--- src/rtl/clz_pkg.sv ---
// Shared types and constants for the iterative count-leading-zeros sequencer.
package clz_pkg;

  localparam int WORD_WIDTH = 32;
  localparam int NIBBLES    = 8;

  typedef enum logic [1:0] {
    IDLE = 2'd0,
    SCAN = 2'd1,
    DONE = 2'd2
  } clz_state_t;

endpackage

--- src/rtl/clz_word32.sv ---
// Combinational 32-bit count-leading-zeros core built from nibble zero flags.
module clz_word32
  import clz_pkg::*;
(
  input  logic [WORD_WIDTH-1:0] word_i,
  output logic [4:0]            word_count_o,
  output logic                  word_is_zero_o
);

  logic [3:0]         nib [NIBBLES];
  logic [NIBBLES-1:0] nib_zero;
  logic [2:0]         nib_sel;
  logic [3:0]         sel_nib;
  logic [1:0]         in_nib;

  // Nibble 0 is the most significant nibble of the word.
  always_comb begin
    for (int i = 0; i < NIBBLES; i++) begin
      nib[i]      = word_i[WORD_WIDTH-1-4*i -: 4];
      nib_zero[i] = (nib[i] == 4'h0);
    end
  end

  // Index of the first non-zero nibble; an all-zero word selects the last one.
  always_comb begin
    nib_sel = 3'(NIBBLES - 1);
    for (int i = NIBBLES - 1; i >= 0; i--) begin
      if (!nib_zero[i]) nib_sel = 3'(i);
    end
  end

  assign sel_nib = nib[nib_sel];

  always_comb begin
    in_nib = 2'd3;
    if (sel_nib[3])      in_nib = 2'd0;
    else if (sel_nib[2]) in_nib = 2'd1;
    else if (sel_nib[1]) in_nib = 2'd2;
  end

  assign word_count_o   = {nib_sel, in_nib};
  assign word_is_zero_o = &nib_zero;

endmodule

--- src/rtl/clz_sequencer.sv ---
// Wide-operand count-leading-zeros: scans one 32-bit word per cycle, MSB word
// first, and stops on the first non-zero word.
module clz_sequencer
  import clz_pkg::*;
#(
  parameter int DATA_WIDTH = 64
) (
  input  logic                          clk_i,
  input  logic                          rst_n_i,
  input  logic [DATA_WIDTH-1:0]         operand_i,
  input  logic                          valid_i,
  output logic                          ready_o,
  output logic [$clog2(DATA_WIDTH):0]   count_o,
  output logic                          is_zero_o,
  output logic                          valid_o,
  input  logic                          ready_i
);

  localparam int WORDS      = DATA_WIDTH / WORD_WIDTH;
  localparam int CNT_WIDTH  = $clog2(DATA_WIDTH) + 1;
  localparam int WCNT_WIDTH = (WORDS > 1) ? $clog2(WORDS) : 1;

  clz_state_t             state_q, state_d;
  logic [DATA_WIDTH-1:0]  shift_q, shift_d;
  logic [WCNT_WIDTH-1:0]  wcnt_q, wcnt_d;
  logic [CNT_WIDTH-1:0]   acc_q, acc_d;
  logic [CNT_WIDTH-1:0]   count_q, count_d;
  logic                   is_zero_q, is_zero_d;

  logic [WORD_WIDTH-1:0]  top_word;
  logic [4:0]             word_count;
  logic                   word_is_zero;
  logic                   accept;
  logic                   last_word;

  assign top_word = shift_q[DATA_WIDTH-1 -: WORD_WIDTH];

  clz_word32 u_clz_word32 (
    .word_i         (top_word),
    .word_count_o   (word_count),
    .word_is_zero_o (word_is_zero)
  );

  // Handshakes: a transfer happens on a rising edge where valid and ready are
  // both high. ready_o depends only on state and ready_i (never on valid_i), and
  // valid_o with its payload is held unchanged until ready_i is seen high.
  assign ready_o   = (state_q == IDLE) | ((state_q == DONE) & ready_i);
  assign accept    = valid_i & ready_o;
  assign last_word = (wcnt_q == WCNT_WIDTH'(WORDS - 1));

  always_comb begin
    state_d   = state_q;
    shift_d   = shift_q;
    wcnt_d    = wcnt_q;
    acc_d     = acc_q;
    count_d   = count_q;
    is_zero_d = is_zero_q;
    unique case (state_q)
      IDLE: begin
        if (accept) begin
          state_d = SCAN;
          shift_d = operand_i;
          wcnt_d  = '0;
          acc_d   = '0;
        end
      end
      SCAN: begin
        if (!word_is_zero) begin
          acc_d     = acc_q + CNT_WIDTH'(word_count);
          count_d   = acc_d;
          is_zero_d = 1'b0;
          state_d   = DONE;
        end else begin
          acc_d = acc_q + CNT_WIDTH'(WORD_WIDTH);
          if (last_word) begin
            count_d   = acc_d;
            is_zero_d = 1'b1;
            state_d   = DONE;
          end else begin
            shift_d = shift_q << WORD_WIDTH;
            wcnt_d  = wcnt_q + WCNT_WIDTH'(1);
          end
        end
      end
      DONE: begin
        // The result register is left alone here so it survives into IDLE/SCAN.
        if (ready_i) begin
          if (valid_i) begin
            state_d = SCAN;
            shift_d = operand_i;
            wcnt_d  = '0;
            acc_d   = '0;
          end else begin
            state_d = IDLE;
          end
        end
      end
      default: state_d = IDLE;
    endcase
  end

  always_ff @(posedge clk_i) begin
    if (!rst_n_i) begin
      state_q   <= IDLE;
      shift_q   <= '0;
      wcnt_q    <= '0;
      acc_q     <= '0;
      count_q   <= '0;
      is_zero_q <= 1'b0;
    end else begin
      state_q   <= state_d;
      shift_q   <= shift_d;
      wcnt_q    <= wcnt_d;
      acc_q     <= acc_d;
      count_q   <= count_d;
      is_zero_q <= is_zero_d;
    end
  end

  assign valid_o   = (state_q == DONE);
  assign count_o   = count_q;
  assign is_zero_o = is_zero_q;

endmodule

--- config.mk ---
export PLATFORM = sky130hd
export DESIGN_NAME = clz_sequencer
export DESIGN_NICKNAME = d
export VERILOG_FILES = /design/src/rtl/clz_pkg.sv /design/src/rtl/clz_word32.sv /design/src/rtl/clz_sequencer.sv
export SDC_FILE = /design/constraint.sdc
export NUM_CORES = 1
export LEC_CHECK = 0
export CORE_MARGIN = 2
export CORE_UTILIZATION = 25
export DETAILED_ROUTE_END_ITERATION = 7
export HOLD_SLACK_MARGIN = 0.06
export PLACE_DENSITY = 0.4
export SYNTH_ARGS = -nofsm -noshare
export SYNTH_HDL_FRONTEND = slang
export SYNTH_HIERARCHICAL = 1
export SYNTH_SLANG_ARGS = --single-unit
--- constraint.sdc ---
create_clock -name clk_i -period 5.5 [get_ports clk_i]
set_input_delay 1.1 -clock clk_i [delete_from_list [all_inputs] [get_ports clk_i]]
set_output_delay 1.1 -clock clk_i [all_outputs]
set_load 0.05 [all_outputs]
After elaboration in Yosys (flattened, before gate mapping)
Cells that the tools add are included.
{"block": "totals", "inputBits": 68, "wordCells": 79, "output_inout_bits": 10, "register_bits": 82}
{"block": "op_classes", "order_cmp": 1, "n_eq_ne": 9, "bitwise": 4, "mux": 40, "addsub": 3, "n_reduce_logical": 16}
{"cell": "$mux 64", "n": 5}
{"cell": "$pmux 64 s3", "n": 1}
{"cell": "$mux 7", "n": 6}
{"cell": "$logic_not 4->1", "n": 8}
{"cell": "$pmux 7 s3", "n": 1}
{"cell": "$mux 2", "n": 8}
{"cell": "$bmux 4 s3", "n": 1}
{"cell": "$mux 3", "n": 4}
{"cell": "$mux 1", "n": 10}
{"cell": "$ne 2x2->1 const B", "n": 5}
{"cell": "$mux 4", "n": 2}
{"cell": "$reduce_and 8->1", "n": 1}
{"cell": "$add 7x5->7", "n": 1}
{"cell": "$add 7x6->7 const B", "n": 1}
{"cell": "$pmux 2 s3", "n": 1}
{"cell": "$reduce_and 6->1", "n": 1}
{"cell": "$reduce_and 5->1", "n": 1}
{"cell": "$ge 4x4->1 const B", "n": 1}
{"cell": "$not 3->4", "n": 1}
{"cell": "$reduce_and 4->1", "n": 1}
{"cell": "$ne 3x3->1 const B", "n": 1}
{"cell": "$pmux 1 s3", "n": 1}
{"cell": "$reduce_and 3->1", "n": 1}
{"cell": "$reduce_bool 3->1", "n": 1}
{"cell": "8 further kinds", "n": 9}

Longest topological paths before layout
Gate-level depths: netlist of the first run.
{"block": "logic_depth", "depth_word": 18, "ltp_mapped": 14, "depth_no_buf": 14}

By module
Netlist of the first run, hierarchy kept.
{"module": "clz_sequencer", "cells_each": 417, "seq_area_each_um2": 1641.6, "n_inst": 1, "area_per_inst_um2": 3663.5}
{"module": "clz_word32", "cells_each": 54, "seq_area_each_um2": 0.0, "n_inst": 1, "area_per_inst_um2": 347.8}

Worst setup path before layout of the first run
No wires, ideal clock.
{"block": "synth_path", "path_type": "reg-to-reg", "from": "reg shift_q[36]", "to": "reg acc_q[6]", "t_arrival_ns": 3.328, "setup_ns": 0.079, "setup_slack_ns": 2.093, "n_path_buf": 0, "stages_incl_launch_ff": 15, "period_less_slack_ns": 3.407, "t_required_ns": 5.421, "path_cell_list": "dfxtp_1 > or4_1 > a211o_1 > and2_4 > o21ai_1 > a32oi_1 > a211oi_1 > a21boi_1 > ha_1 > inv_1 > fa_1 > nor2b_1 > o2111ai_1 > a2111o_1 > o211ai_1"}
{"block": "synth_via", "elab_chain_cells": 18, "elab_cells_between_ends": 19, "cone_classes": "1 x add/sub; 15 x mux; 1 x bitwise; 2 x reduce/logical"}
{"item": "start: declaration", "line": "clz_sequencer.sv:24", "rtl": "logic [DATA_WIDTH-1:0] shift_q, shift_d;"}
{"item": "start signal: assignment", "line": "clz_sequencer.sv:112", "rtl": "shift_q <= shift_d;"}
{"item": "$logic_not 4->1 (*)", "line": "clz_word32.sv:20", "rtl": "nib_zero[i] = (nib[i] == 4'h0);"}
{"item": "$mux 1 (*)", "line": "clz_word32.sv:28", "rtl": "if (!nib_zero[i]) nib_sel = 3'(i);"}
{"item": "$mux 2 (*) (2 in series)", "line": "clz_word32.sv:28"}
{"item": "$mux 3 (*) (4 in series)", "line": "clz_word32.sv:28"}
{"item": "$not 3->4 (implied by the code) (*)", "line": "clz_word32.sv:32", "rtl": "assign sel_nib = nib[nib_sel];"}
{"item": "$bmux 4 s3 (*)", "line": "clz_word32.sv:32"}
{"item": "$mux 4 (implied by the code) (*) (2 in series)", "line": "clz_word32.sv:32"}
{"item": "$mux 1", "line": "clz_word32.sv:38", "rtl": "else if (sel_nib[1]) in_nib = 2'd2;"}
{"item": "$mux 2", "line": "clz_word32.sv:37", "rtl": "else if (sel_nib[2]) in_nib = 2'd1;"}
{"item": "$mux 2 (*)", "line": "clz_word32.sv:36", "rtl": "if (sel_nib[3]) in_nib = 2'd0;"}
{"item": "named net word_count[0]", "line": "clz_sequencer.sv:31", "rtl": "logic [4:0] word_count;"}
{"item": "$add 7x5->7 (*)", "line": "clz_sequencer.sv:69", "rtl": "acc_d = acc_q + CNT_WIDTH'(word_count);"}
{"item": "$mux 7 (*)", "line": "clz_sequencer.sv:68", "rtl": "if (!word_is_zero) begin"}
{"item": "$pmux 7 s3 (*)", "line": "clz_sequencer.sv:58", "rtl": "unique case (state_q)"}
{"item": "end signal: assignment", "line": "clz_sequencer.sv:107", "rtl": "acc_q <= '0;"}
{"item": "end signal: assignment", "line": "clz_sequencer.sv:114", "rtl": "acc_q <= acc_d;"}
{"item": "end: declaration", "line": "clz_sequencer.sv:26", "rtl": "logic [CNT_WIDTH-1:0] acc_q, acc_d;"}
The timed path passes the listed nets; every way through them passes the cells marked *. The select of a mux whose other input is x is not followed.
A chain may end at the register's enable or synchronous reset.

Worst setup path in the final report of the first run
{"block": "layout_path", "from": "reg shift_q[57]", "to": "reg acc_q[6]"}
{"block": "layout_via", "elab_chain_cells": 13, "elab_cells_between_ends": 14, "cone_classes": "1 x add/sub; 10 x mux; 1 x bitwise; 2 x reduce/logical"}
{"item": "$logic_not 4->1", "line": "clz_word32.sv:20"}
{"item": "$mux 3 (2 in series)", "line": "clz_word32.sv:28"}
{"item": "$not 3->4 (implied by the code)", "line": "clz_word32.sv:32"}
{"item": "$bmux 4 s3 (*)", "line": "clz_word32.sv:32"}
{"item": "$mux 4 (implied by the code) (*) (2 in series)", "line": "clz_word32.sv:32"}
{"item": "$mux 1", "line": "clz_word32.sv:38"}
{"item": "$mux 2", "line": "clz_word32.sv:37"}
{"item": "$mux 2 (*)", "line": "clz_word32.sv:36"}
{"item": "named net word_count[0]", "line": "clz_sequencer.sv:31"}
{"item": "$add 7x5->7 (*)", "line": "clz_sequencer.sv:69"}
{"item": "$mux 7 (*)", "line": "clz_sequencer.sv:68"}
{"item": "$pmux 7 s3 (*)", "line": "clz_sequencer.sv:58"}
Marks and branches as above.

==> flow_summary_export.csv, run 1 <==
group,metric,value,unit
status,outcome,"complete, no violations",
clocking,ctsRootBufferMaster,"clkbuf_16",
finish,fin_nets,606,
clocking,post_cts_buffers,0,
global_routing,grt_pass1_vias,3638,
route,firstDrtPassIters,4,
worst_setup_path,r2r-start,"shift_q[57]",
synthesis,synthArstFlopShare,0,%
finish,drive_gt1_share,8.94,%
clocking,cts_sinks,82,
worst_setup_path,crit_required,5.77,ns
global_routing,grt_pass1_wl,19100,um
worst_setup_path,crit_arrival,4.09,ns
route,routed-wl-met3,404,um
min_path,hold_start,"count_o[1]",
synthesis,synth.top_cells.by_area,"dfxtp_1 (41%), nand2_1 (7.5%), a22oi_1 (6.2%), nor2_1 (5.4%), a311oi_2 (5.2%)",
clocking,cts_resized,0,
placement,dpl_cell_area,0.00496,mm^2
sta,fmax,262,MHz
synthesis,yosys.area.top_type_share,40.9,%
floorplanning,die_h,131,um
clocking,clk_latency,0.35,ns
sta,maxSlewHeadroom,48.1,%
power,p_leak,1.91,nW
synthesis,ys.warnings.count,6,
synthesis,syn_area_per_cell,8.52,um^2
clocking,h-tree-depth,3,
route,wl_met2,5010,um
route,drt-total-wl,11600,um
sta,tns,0,ns
finish,diodes,0,
finish,area_delta_synth_final,30.8,%
finish,multi_input_area,0.00218,mm^2
floorplanning,core,0.0158,mm^2
clocking,clock_path_buffers,2,
worst_setup_path,cp-end-kind,"flip-flop",
synthesis,synth_edf_count,0,
synthesis,synth_top_cell_by_area,"dfxtp_1",
worst_setup_path,startpoint_type,"flip-flop",
route,vias,3632,
synthesis,syn-cell-area,0.00401,mm^2
worst_setup_path,cp-startpoint,"shift_q[57]",
synthesis,ys_seq_area_share,40.9,%
route,drt-met1-wl,5980,um
synthesis,synthMostInstantiatedCell,"dfxtp_1",
power,p_per_area,335,mW/mm^2
power,vdd_drop_max,0.000145,V
min_path,hold_class,"reg -> reg",
route,drtIter0Drc,152,
sta,setup_viol,0,
clocking,cts_buffers,9,
finish,num-fill-cells,1707,
sta,worst_slew_pin_slew,0.775,ns
synthesis,post_synth_most_frequent_cells,"dfxtp_1 (82), nand2_1 (80), nor2_1 (58)",
floorplanning,num_rows,46,
global_routing,antenna_found_initial,0,
sta,whs,0.449,ns
sta,finalMaxSlewViolations,0,
floorplanning,dieArea,0.0171,mm^2
worst_setup_path,crit_type,"reg -> reg",
synthesis,syn_nets,545,
worst_setup_path,critPathMaxFanout,7,
placement,place_congestion,0.823,
finish,fin_area,0.00525,mm^2
finish,seqCellArea,0.00164,mm^2
global_routing,grt_use_total,14.4,%
sta,hold_viol_final,0,
floorplanning,pin_count,78,
clocking,clk_pin_slew_worst_paths,0.06,ns
synthesis,ys_ff_latch,82,
synthesis,postSynthCellCount,471,
placement,io_buffers,77,
placement,place_hpwl,8120,um
floorplanning,die-width,131,um
sta,rsz0062_at_grt,"false",
synthesis,synth-main-ff-cell,"dfxtp_1",
clocking,cts_hold_buffers,0,
clocking,cts_tree,"done",
worst_setup_path,rrSetupSlack,1.68,ns
sta,fin_crit_sh,69.4,%
route,routedWlPerCell,15.4,um
synthesis,synth_cell_type_count,59,
run,cap_viol_max_count,0,
route,top_layer,"met4",
route,drc,0,
sta,finClkSkew,0.00726,ns
global_routing,grt_max_degree,66,
route,postRouteAntennaNets,0,
floorplanning,start_util,25.4,%
sta,min_period,3.82,ns
route,via_per_inst,4.82,
global_routing,gr-total-overflow,0,
==> area by class of cell <==
cell class                 instances  share of cell area [%]
timing repair buffer              85                    15.8
clock buffer                      11                    4.43
sequential                        82                    31.3
multi-input combinational        345                    41.6
tap                              216                    5.15
inverter                           9                   0.644
clock inverter                     5                    1.05
==> logic make-up (layout without fill, tap and decap cells) <==
| kind of cell | after synthesis | count (layout) | synth area share, % |
|---|---|---|---|
| AOI/OAI and AO/OA | 132 | 132 | 27.7 |
| xor gates and xnor gates | 1 | 1 | 0.218 |
| and+or+nand+nor | 205 | 205 | 23.6 |
| muxes | 1 | 1 | 0.250 |
| buffers and inverters | 44 | 110 | 5.27 |
| DFF | 82 | 82 | 40.9 |
| adders and majority gates | 6 | 6 | 2.06 |
==> registers in the layout, summed over array words and instances, names as in the netlist <==
register / flops
is_zero_o: 1
acc_q: 7
count_o: 7
state_q: 2
last_word: 1
shift_q: 64
==> power breakdown <==
part           switching, W  internal (W)  total, W  leakage, nW
Combinational      0.000270      0.000190  0.000461         1.10
Sequential        0.0000471      0.000654  0.000702        0.675
Clock              0.000247      0.000350  0.000598        0.136
Total              0.000565       0.00120   0.00176         1.91
==> placed cells by master, fill, tap and decap left out, types with 6 or more instances in the layout <==
cell / instances
dfxtp_1: 82
nand2_1: 80
clkdlybuf4s50_1: 77
nor2_1: 58
a22oi_1: 33
nor2b_1: 21
a311oi_1: 15
a311oi_2: 14
o21ai_0: 11
a21oi_1: 10
nand3_1: 9
clkbuf_16: 9
inv_1: 8
buf_4: 8
nand2b_1: 7
or4_1: 7
a211oi_1: 7
a31oi_1: 6
==> through the flow <==
stage / utilization (%) / power (W) / instances / setup slack (ns)
floorplan: - / 0.00102 / 471 / 2.09
global placement: 31.5 / 0.00118 / 737 / 1.78
detailed placement: 31.5 / 0.00118 / 737 / 1.72
CTS: 33.3 / 0.00179 / 753 / 1.69
global route: 33.3 / 0.00187 / 753 / 1.25
finish: 33.3 / 0.00176 / 753 / 1.68
==> worst max-delay path, cell delays in order, from the launching register on <==
cell and delay [ns]:
dfxtp_1 0.33, or4_1 0.58, a21oi_1 0.23, nand2_1 0.20, a31oi_1 0.22, a32oi_1 0.08, a211oi_1 0.27, a21boi_1 0.25
ha_1 0.23, inv_1 0.06, fa_1 0.39, nor2b_1 0.20, o2111ai_1 0.21, a2111o_1 0.41, o211ai_1 0.08
==> final timing paths <==
check | to | cells past startpoint
hold reg to reg | count_o[1] | 2
setup reg to reg | acc_q[6] | 14
setup / recovery | acc_q[6] | 14
hold / removal | count_o[1] | 2
==> layer usage <==
metal / vias to the layer above / global-route usage, %
li1: 1840 / -
met1: 1711 / 19.9
met2: 68 / 22.0
met3: 13 / 2.97
met4: 0 / 6.07
met5: - / 0
(Power assumes the default switching activity.)
==> run 2, diff against run 1 <==
- clock period: 5.5 -> 3.9 ns (I/O delays scaled with it)
==> run 2 against run 1 <==
Compared with the run above:
- maximum frequency increased by 4.5%
- total power is 53% higher
- clock power grew 72%
- sequential power increased by 41%
- critical path depth did not move
- via count rose by 0.74%
- die area stayed put
- critical path type unchanged
- largest cell class unchanged
==> flow_summary_export.csv, run 2 (same netlist as run 1, synthesis figures left out) <==
group,metric,value,unit
finish,final_cell_mix,"dfxtp_1 (82), nand2_1 (79), clkdlybuf4s50_1 (77)",
finish,finish.utilization,34.0,%
worst_setup_path,crit_arrival,3.92,ns
finish,largest_register_ffs,64,
floorplanning,num_rows,46,
sta,hold_viol_final,0,
finish,regMostFlops,"shift_q",
clocking,cts_hold_buffers,0,
placement,place_congestion,0.838,
sta,rsz0062_at_grt,"false",
floorplanning,core,0.0158,mm^2
sta,worst_slew_pin_slew,0.811,ns
finish,multi_input_area,0.00220,mm^2
finish,diodes,0,
clocking,h-tree-depth,3,
route,via_per_inst,4.86,
placement,place_hpwl,8150,um
sta,finClkSkew,0.00583,ns
floorplanning,die-width,131,um
worst_setup_path,cp-end-kind,"flip-flop",
clocking,cts_resized,0,
clocking,post_cts_buffers,0,
sta,tns,0,ns
floorplanning,die_h,131,um
global_routing,grt_pass1_vias,3816,
clocking,clk_pin_slew_worst_paths,0.06,ns
global_routing,antenna_found_initial,0,
clocking,clock_path_buffers,2,
finish,fin_cells,753,
finish,seqCellArea,0.00164,mm^2
finish,final_common_cell,"dfxtp_1",
run,cap_viol_max_count,0,
status,outcome,"complete, no violations",
worst_setup_path,crit_required,4.16,ns
sta,setup_viol,0,
global_routing,grt_pass1_wl,19500,um
worst_setup_path,startpoint_type,"flip-flop",
route,routedWlPerCell,15.4,um
floorplanning,dieArea,0.0171,mm^2
power,p_leak,1.96,nW
placement,io_buffers,77,
clocking,cts_buffers,9,
sta,finalMaxSlewViolations,0,
sta,maxSlewHeadroom,45.7,%
finish,fin_nets,607,
global_routing,grt_use_total,14.6,%
route,drtIter0Drc,150,
floorplanning,start_util,25.4,%
sta,min_period,3.65,ns
route,vias,3659,
finish,drive_gt1_share,10.1,%
power,vdd_drop_max,0.000217,V
sta,fmax,274,MHz
route,firstDrtPassIters,4,
worst_setup_path,crit_type,"reg -> reg",
floorplanning,pin_count,78,
placement,pre_cts_ws,0.158,ns
clocking,ctsRootBufferMaster,"clkbuf_16",
placement,dp.cells,738,
clocking,cts_tree,"done",
finish,num-fill-cells,1725,
route,drt-total-wl,11600,um
power,p_per_area,501,mW/mm^2
route,drc,0,
global_routing,grt_max_degree,66,
route,postRouteAntennaNets,0,
sta,whs,0.460,ns
global_routing,gr-total-overflow,0,
min_path,hold_class,"reg -> reg",
sta,fin_crit_sh,93.7,%
sta,worst_slack,0.247,ns
clocking,clk_latency,0.34,ns
worst_setup_path,critPathMaxFanout,6,
finish,area_delta_synth_final,33.8,%
clocking,cts_sinks,82,
## run 2: path summary, 6_finish.rpt
check / start / end / slack (ns) / depth (start not counted)
worst max-delay path: shift_q[37] / acc_q[6] / 0.25 / 14
worst min-delay path: count_o[1] / count_o[1] / 0.46 / 2
worst max register to register: shift_q[37] / acc_q[6] / 0.25 / 14
worst min register to register: count_o[1] / count_o[1] / 0.46 / 2
## run 2: final cells by class
cell class | count | share of cell area, %
multi-input cells | 345 | 41.0
flip-flops and latches | 82 | 30.6
repair buffers | 86 | 16.1
well taps | 216 | 5.04
clock buffers | 10 | 4.27
clock inverters | 5 | 2.38
inverters | 9 | 0.630
## run 2: layer usage
metal  global-route usage (%)  wire, um  vias up
li1                         -         -     1849
met1                     20.1      5780     1718
met2                     22.1      5010       77
met3                     3.22       579       15
met4                     6.01       223        0
met5                        0         0        -
## run 2: critical path, stage by stage, from the launching register on
cell and delay [ns]:
dfxtp_1 0.32, or4_1 0.55, a211o_1 0.34, and2_4 0.17, o21ai_0 0.15, a32oi_1 0.09, a211oi_2 0.25, a21boi_2 0.20
ha_1 0.19, inv_1 0.06, fa_1 0.41, nor2b_2 0.16, o2111ai_1 0.19, a2111o_1 0.41, o211ai_1 0.08
## run 2: power breakdown
group / internal, W / switching (W) / leakage (nW)
sequential: 0.000923 / 0.0000670 / 0.675
clock: 0.000687 / 0.000342 / 0.169
combinational: 0.000284 / 0.000387 / 1.12
## run 2: per-stage QoR
| step | total power [W] | instance area (um^2) |
|---|---|---|
| 6_report | 0.00269 | 5370 |
| 5_1_grt | 0.00284 | 5370 |
| 4_1_cts | 0.00273 | 5350 |
| 3_5_place_dp | 0.00168 | 4990 |
| 3_3_place_gp | 0.00168 | 4990 |
| 2_1_floorplan | 0.00144 | 4010 |
==> run 3, diff against run 2 <==
- CORE_MARGIN: 2 -> unset
- REMOVE_ABC_BUFFERS: unset -> 1
==> run 3 against run 2 <==
Compared with the run above:
- flip-flop and latch count stayed put
- worst hold slack worse by 0.0024 ns
- non-clock buffer count is 5 higher
- via count is 0.22% higher
- clock power is 16% lower
- count of clock-buffer cells in the layout is 1 higher
- global-route usage is 0.79 points higher
- clock skew is 0.0011 ns higher
- wire length is 1.4% higher
- total power is 6.2% lower
- critical path type unchanged
- highest routed layer unchanged
==> flow_summary_export.csv, run 3 (same netlist as run 1, synthesis figures left out) <==
group,metric,value,unit
status,outcome,"complete, no violations",
placement,dpl_cell_area,0.00501,mm^2
route,drc,0,
worst_setup_path,crit_type,"reg -> reg",
finish,finish.utilization,34.5,%
route,via_per_inst,4.86,
clocking,cts_hold_buffers,0,
clocking,h-tree-depth,3,
sta,rsz0062_at_grt,"false",
worst_setup_path,path_cells,"or4_1, a211o_1, and2_4, o21ai_0, a32oi_1, a211oi_2, a21boi_1, ha_1, inv_1, fa_1, nor2b_2, o2111ai_2, a2111o_1, o211ai_1",
route,routedWlPerCell,15.6,um
sta,fmax,274,MHz
floorplanning,core,0.0154,mm^2
finish,diodes,0,
clocking,cts_sinks,82,
finish,largest_register_ffs,64,
clocking,clk_pin_slew_worst_paths,0.06,ns
global_routing,grt_pass1_wl,19800,um
global_routing,gr-total-overflow,0,
worst_setup_path,slowest_stage,"or4_1",
worst_setup_path,rr_worst_depth,14,
finish,fin_nets,612,
finish,regMostFlops,"shift_q",
worst_setup_path,cp-end-kind,"flip-flop",
min_path,hold_depth,2,
worst_setup_path,critPathMaxFanout,6,
global_routing,grt_use_total,15.4,%
clocking,ctsRootBufferMaster,"clkbuf_16",
placement,io_buffers,77,
route,drtIter0Drc,190,
route,drt-total-wl,11700,um
clocking,cts_tree,"done",
floorplanning,die_h,129,um
sta,min_period,3.65,ns
sta,finClkSkew,0.00693,ns
finish,area_delta_synth_final,32.7,%
worst_setup_path,startpoint_type,"flip-flop",
placement,place_hpwl,8490,um
floorplanning,start_util,26.0,%
run,cap_viol_max_count,0,
power,vdd_drop_max,0.000211,V
global_routing,grt_pass1_vias,3751,
sta,maxSlewHeadroom,47.4,%
clocking,cts_resized,0,
route,vias,3667,
sta,finalMaxSlewViolations,0,
finish,num-fill-cells,1639,
route,postRouteAntennaNets,0,
finish,fin_area,0.00532,mm^2
min_path,hold_start,"count_o[1]",
sta,worst_slew_pin_slew,0.786,ns
clocking,clock_path_buffers,2,
clocking,clk_latency,0.34,ns
sta,hold_viol_final,0,
route,firstDrtPassIters,7,
worst_setup_path,slowest_delay,0.58,ns
sta,whs,0.457,ns
global_routing,grt_max_degree,66,
sta,fin_crit_sh,93.6,%
worst_setup_path,r2r-start,"shift_q[36]",
min_path,worstHoldEndpoint,"count_o[1]",
floorplanning,num_rows,45,
worst_setup_path,rrSetupSlack,0.25,ns
min_path,hold_class,"reg -> reg",
finish,final_cell_mix,"dfxtp_1 (82), nand2_1 (80), clkdlybuf4s50_1 (77)",
power,p_per_area,474,mW/mm^2
finish,final_common_cell,"dfxtp_1",
finish,drive_gt1_share,10.7,%
power,p_total,0.00252,W
worst_setup_path,crit_required,4.16,ns
worst_setup_path,r2r_end,"acc_q[6]",
sta,tns,0,ns
floorplanning,pin_count,78,
global_routing,antenna_found_initial,0,
floorplanning,die-width,129,um
worst_setup_path,crit_arrival,3.91,ns
placement,place_congestion,0.812,
floorplanning,dieArea,0.0166,mm^2
clocking,post_cts_buffers,0,
power,p_leak,1.96,nW
sta,setup_viol,0,
clocking,cts_buffers,9,
==> run 3: critical path, delay by kind of cell (launching register included) <==
family | cells | cell delay (ns)
AO/OA/AOI/OAI | 8 | 1.67
adder cells (fa/ha/maj) | 2 | 0.61
buffers and inverters | 1 | 0.06
flip-flops | 1 | 0.31
AND/OR/NAND/NOR | 3 | 0.92
==> run 3: area by class of cell <==
type,instances,area [um^2],share of cell area [%]
inverter,9,33.8,0.635
multi-input combinational,345,2200,41.3
clock buffer,11,243,4.56
tap,211,264,4.96
clock inverter,5,53.8,1.01
sequential,82,1640,30.8
timing repair buffer,91,888,16.7
==> run 3: routing by layer <==
metal | vias to the layer above | track usage [%] | share of wire, %
met1 | 1731 | 20.8 | 50
met5 | - | 0 | 0
met3 | 10 | 4.20 | 4.1
met2 | 78 | 24.0 | 45
met4 | 0 | 3.94 | 1.1
li1 | 1848 | - | -
==> run 3: report_power, final <==
part           internal (W)  switching, W
Combinational      0.000284      0.000389
Clock              0.000512      0.000351
Sequential         0.000923     0.0000645
Total               0.00172      0.000805
==> run 3: metrics by stage <==
stage / instances / worst slack [ns]
2_1_floorplan: 436 / -1.92
3_3_place_gp: 738 / 0.226
3_5_place_dp: 738 / 0.127
4_1_cts: 754 / 0.0849
5_1_grt: 754 / 0.0178
6_report: 754 / 0.248
==> run 3: how the worst max path moves through the flow <==
stage                        to   startpoint  cells after the start
floorplan           shift_q[46]  shift_q[52]                      7
global placement       acc_q[6]  shift_q[36]                     14
detailed placement     acc_q[6]  shift_q[36]                     14
CTS                    acc_q[6]  shift_q[36]                     14
global route           acc_q[6]  shift_q[36]                     14
finish                 acc_q[6]  shift_q[36]                     14
